<file path="src/rtl/r5p_gpio_ctl.sv">
// r5p_gpio_ctl: memory-mapped GPIO controller, TCB slave, single-cycle accept.
//   Holds OUT/ENA, exposes the synchronized input vector, and (when the
//   R5P_GPIO_IRQ_EN macro is defined) detects rising/falling input edges
//   into a W1C pending register that drives a level interrupt.
// Ports:
//   clk, rst_n        clock, async active-low reset
//   tcb_*             bus request (vld/wen/adr/ben/wdt), rdy tied 1,
//                     rdt registered, valid one cycle after an accepted read
//   gpio_o / gpio_e   output values / output enables to pads
//   gpio_i            pad inputs, already synchronized to clk
//   irq               level interrupt, registered (0 without R5P_GPIO_IRQ_EN)
// Register slots (tcb_adr[4:2]): 0 OUT, 1 ENA, 2 IN, 3 RISE, 4 FALL,
//   5 PEND (W1C), 6 SET (OUT |= wdt), 7 CLR (OUT &= ~wdt).
module r5p_gpio_ctl #(
  parameter int GW = 32,
  parameter int AW = 5
) (
  input  logic          clk,
  input  logic          rst_n,
  input  logic          tcb_vld,
  output logic          tcb_rdy,
  input  logic          tcb_wen,
  input  logic [AW-1:0] tcb_adr,
  input  logic [3:0]    tcb_ben,
  input  logic [31:0]   tcb_wdt,
  output logic [31:0]   tcb_rdt,
  output logic [GW-1:0] gpio_o,
  output logic [GW-1:0] gpio_e,
  input  logic [GW-1:0] gpio_i,
  output logic          irq
);

  localparam logic [2:0] S_OUT  = 3'd0;
  localparam logic [2:0] S_ENA  = 3'd1;
  localparam logic [2:0] S_IN   = 3'd2;
  localparam logic [2:0] S_RISE = 3'd3;
  localparam logic [2:0] S_FALL = 3'd4;
  localparam logic [2:0] S_PEND = 3'd5;

  logic [2:0]    w_slot;
  logic          w_we, w_re;
  logic [31:0]   w_bmask;
  logic [GW-1:0] w_m, w_wd;
  logic [31:0]   w_rd;
  logic          w_unused;

  logic [GW-1:0] r_out, r_ena;
  logic [31:0]   r_rdt;

  assign tcb_rdy = 1'b1;
  assign w_slot  = tcb_adr[4:2];
  assign w_we    = tcb_vld &  tcb_wen;
  assign w_re    = tcb_vld & ~tcb_wen;
  assign w_bmask = {{8{tcb_ben[3]}}, {8{tcb_ben[2]}}, {8{tcb_ben[1]}}, {8{tcb_ben[0]}}};
  // Bits at or above GW are simply never stored.
  assign w_m     = w_bmask[GW-1:0];
  assign w_wd    = tcb_wdt[GW-1:0];
  assign w_unused = ^{tcb_adr, tcb_wdt, w_bmask};

  always_ff @(posedge clk or negedge rst_n) begin
    if (!rst_n) begin
      r_out <= '0;
      r_ena <= '0;
    end else if (w_we) begin
      case (w_slot)
        S_OUT:   r_out <= (r_out & ~w_m) | (w_wd & w_m);
        S_ENA:   r_ena <= (r_ena & ~w_m) | (w_wd & w_m);
        3'd6:    r_out <= r_out | (w_wd & w_m);
        3'd7:    r_out <= r_out & ~(w_wd & w_m);
        default: ;
      endcase
    end
  end

  assign gpio_o = r_out;
  assign gpio_e = r_ena;

`ifdef R5P_GPIO_IRQ_EN
  logic [GW-1:0] r_gpio_q, r_rise, r_fall, r_pend;
  logic          r_irq;
  logic [GW-1:0] w_evt, w_pclr, w_pend_nxt;

  assign w_evt      = (gpio_i & ~r_gpio_q & r_rise) | (~gpio_i & r_gpio_q & r_fall);
  assign w_pclr     = (w_we && w_slot == S_PEND) ? (w_wd & w_m) : '0;
  // Clear first, then OR in new events: a same-cycle event wins over W1C.
  assign w_pend_nxt = (r_pend & ~w_pclr) | w_evt;

  always_ff @(posedge clk or negedge rst_n) begin
    if (!rst_n) begin
      r_gpio_q <= '0;
      r_rise   <= '0;
      r_fall   <= '0;
      r_pend   <= '0;
      r_irq    <= 1'b0;
    end else begin
      r_gpio_q <= gpio_i;
      r_pend   <= w_pend_nxt;
      r_irq    <= |w_pend_nxt;
      if (w_we && w_slot == S_RISE) r_rise <= (r_rise & ~w_m) | (w_wd & w_m);
      if (w_we && w_slot == S_FALL) r_fall <= (r_fall & ~w_m) | (w_wd & w_m);
    end
  end

  assign irq = r_irq;
`else
  assign irq = 1'b0;
`endif

  always_comb begin
    w_rd = '0;
    case (w_slot)
      S_OUT:  w_rd[GW-1:0] = r_out;
      S_ENA:  w_rd[GW-1:0] = r_ena;
      S_IN:   w_rd[GW-1:0] = gpio_i;
`ifdef R5P_GPIO_IRQ_EN
      S_RISE: w_rd[GW-1:0] = r_rise;
      S_FALL: w_rd[GW-1:0] = r_fall;
      S_PEND: w_rd[GW-1:0] = r_pend;
`endif
      default: w_rd = '0;
    endcase
  end

  // Read data holds until the next accepted read.
  always_ff @(posedge clk or negedge rst_n) begin
    if (!rst_n)    r_rdt <= '0;
    else if (w_re) r_rdt <= w_rd;
  end

  assign tcb_rdt = r_rdt;

endmodule

</file>
<file path="config.mk">
export PLATFORM = sky130hd
export DESIGN_NAME = r5p_gpio_ctl
export DESIGN_NICKNAME = d
export VERILOG_FILES = /design/src/rtl/r5p_gpio_ctl.sv
export SDC_FILE = /design/constraint.sdc
export NUM_CORES = 1
export LEC_CHECK = 0
export BUFFER_PORTS_ARGS = -buffer_cell sky130_fd_sc_hd__buf_2
export CAP_MARGIN = 20
export CORE_MARGIN = 2
export CORE_UTILIZATION = 24
export CTS_BUF_LIST = sky130_fd_sc_hd__clkbuf_4
export DETAILED_ROUTE_END_ITERATION = 7
export SETUP_SLACK_MARGIN = 0.2
export SYNTH_ARGS = -nofsm -noshare
export SYNTH_HDL_FRONTEND = slang
export SYNTH_SLANG_ARGS = --single-unit
</file>
<file path="constraint.sdc">
create_clock -name clk -period 2.25 [get_ports clk]
set_input_delay 0 -clock clk [delete_from_list [all_inputs] [get_ports clk]]
set_output_delay 0 -clock clk [all_outputs]
set_load 0.05 [all_outputs]
</file>
==> impl_metrics.ini <==
[timing]
hold_viol = 0
worst_slew_pin_slew_ps = 721.9
rsz0062_at_grt = false
fin_skew_ps = 23.80
drv_slew = 0
slew_headroom_pct = 51.88
fin_setup_tns_ps = 0
hold_ws_ps = 60.76
fin_crit_sh_pct = 70.35
fin_crit_ps = 1583
fmax_mhz = 631.7
finalSetupViolations = 0

[worst_setup_path]
crit_path_end_kind = flop
critPathMaxFanout = 11
r2r_setup_slack_ps = 1220
start_kind = input port
r2r-end = tcb_rdt[25]$_DFFE_PN0P_
worstSetupStartpoint = tcb_adr[2]
r2r-start = gpio_o[25]$_DFFE_PN0P_
ff2ff_path_depth = 3
critPathKind = in -> reg
cp.arrival_ps = 1950
cp.required_ps = 2620

[die]
die_w_um = 150.1
core_area_um2 = 20960
die_h_um = 150.1
pin_count = 175
rows = 53
initial_core_util_pct = 24.43
die_area_um2 = 22520

[pwr]
finalPower_mw = 4.907
power_density_nw_per_um2 = 691.1
combPwrFrac_pct = 37.7
ir_drop_v = 0.0003144
power_switching_mw = 2.047
seq_power_share_pct = 43.3
clkPwrFrac_pct = 18.9
p_sw_share_pct = 41.71
p_int_mw = 2.860
leakagePower_nw = 3.340

[synthesis]
syn_area_per_cell_um2 = 11.58
synth_area_leaders = dfrtp_1 (47%), a22o_1 (8.2%), mux2_2 (7.0%)
synth.distinct_cells = 34
ys_seq_area_share_pct = 46.92
synth_top_area_cell = dfrtp_1
synth_area_um2 = 5120
synth_top_area_share_pct = 46.92
synth-seq-cells = 96
synth_warnings = 0
syn_inst = 442
synth_fp_nets = 519

[drt]
vias = 4677
drc = 0
wl_per_cell_um = 18.72
vias_per_cell = 4.981
drt_iter0_markers = 195
first_pass_iters = 4
detail-route-antenna-nets = 0
routed_wl_um = 17570

[global_routing]
grtUsageTotal_pct = 15.79
grt_first_pass_wirelength_um = 27140
grt_pass1_vias = 4714
grt_max_degree = 50
overflow = 0
grt_antenna_before_repair = 3

[layout]
nFillCells = 2169
drive_gt1_share_pct = 36.46
layout.nets = 735
mostFrequentLayoutCells = buf_2 (168), dfrtp_1 (96), dlygate4sd3_1 (67), a22o_1 (48)
final_common_cell = buf_2
synthToLayoutAreaGrowth_pct = 38.69

[clock_network]
cts_made_buffers = 9
cts_tree = done
clk_path_buf_depth = 2
cts_resized = 0
root_buffer = clkbuf_4
cts.sink_count = 96
insertion_delay_ps = 490
htreeDepth = 3
post_cts_buffers = 0
clk_pin_slew_worst_paths_ps = 140

[min_path]
min_path_type = in -> reg
hold_depth = 3

[run]
drv_cap = 0

[outcome]
outcome = complete, no violations

[placement]
port_buffers = 170
dp_hpwl_um = 11550
place_congestion = 0.7121
critical path, stage by stage:
cell           delay [ps]
dlygate4sd3_1         520
buf_2                 280
nor3b_4               360
nand4_2               380
mux2_2                400
synth_stat cells, drive strengths merged:
| cell | number |
|---|---|
| o211ai | 16 |
| and2 | 1 |
| dfrtp | 96 |
| o2bb2ai | 32 |
| a22o | 48 |
| conb | 2 |
| nand3 | 3 |
| a21oi | 15 |
| inv | 3 |
| o211a | 2 |
| mux2 | 32 |
| a221oi | 1 |
| nand2b | 18 |
| nor3b | 1 |
| nand3b | 16 |
| buf | 29 |
| o41ai | 1 |
| nor3 | 1 |
| nor2b | 1 |
| mux2i | 32 |
| a211oi | 16 |
| o32ai | 15 |
| or2 | 1 |
| clkbuf | 20 |
| o31ai | 1 |
| and3 | 4 |
| nand4 | 18 |
| a31oi | 1 |
| nand2 | 1 |
| o221ai | 15 |
worst min-delay path by stage:
stage                             endpoint       start  slack (ps)
global route                          flop  tcb_ben[1]          60
finish                                flop  tcb_ben[0]          60
floorplan                        async pin       rst_n        -300
detailed placement  tcb_rdt[6]$_DFFE_PN0P_       rst_n          10
CTS                                   flop  tcb_ben[1]          20
global placement    tcb_rdt[6]$_DFFE_PN0P_       rst_n          10
cells by family (layout without fill, tap and decap cells):
group	Yosys count	in the layout	share of synthesized area, %
other	2	5	0.1467
AND/OR/NAND/NOR	65	65	8.896
multiplexers	64	64	13.29
flip-flops	96	96	46.92
AO/OA/AOI/OAI	163	163	26.08
buffers and inverters	52	271	4.668
power groups by stage:
stage / logic [mW] / clock network (mW) / registers (mW)
2_1_floorplan: 0.474 / 0 / 2.92
3_3_place_gp: 1.75 / 0 / 2.16
3_5_place_dp: 1.77 / 0 / 2.16
4_1_cts: 1.86 / 0.990 / 2.13
5_1_grt: 1.96 / 1.04 / 2.16
6_report: 1.85 / 0.929 / 2.13
cell type report:
type	instances	area, µm²	share of cell area, %
multi-input cells	294	2496	35.15
flip-flops and latches	96	2402	33.83
repair buffers	254	1717	24.18
well taps	275	344.1	4.846
clock buffers	10	75.07	1.057
clock inverters	4	47.55	0.6696
inverters	3	11.26	0.1586
diodes	3	7.507	0.1057
metrics by stage:
step                      utilization [%]  setup WS, ps  area, µm²  cells
after global routing                33.87         601.6       7098    938
final                               33.88         667.0       7101    939
after floorplan                         -          1069       5120    442
after global placement              29.97         620.6       6280    854
after detailed placement            29.97         612.0       6280    854
after CTS                           33.85         688.6       7093    936
repair_timing:
action                                  in CTS  in global routing
endpoints found under the setup margin       0                  0
hold endpoints to repair                   192                  0
hold buffers                                68                  0
per-layer routing:
layer  track usage (%)  wire, µm  share of wire, %  up-vias
met5                 0        18              0.10        -
met4             4.387       226               1.3        2
met3             3.567       911               5.2       20
met2             26.60      8733                50      132
met1             20.30      7684                44     2323
li1                  -         -                 -     2200
Note: power is estimated with default switching activity, not from simulation.
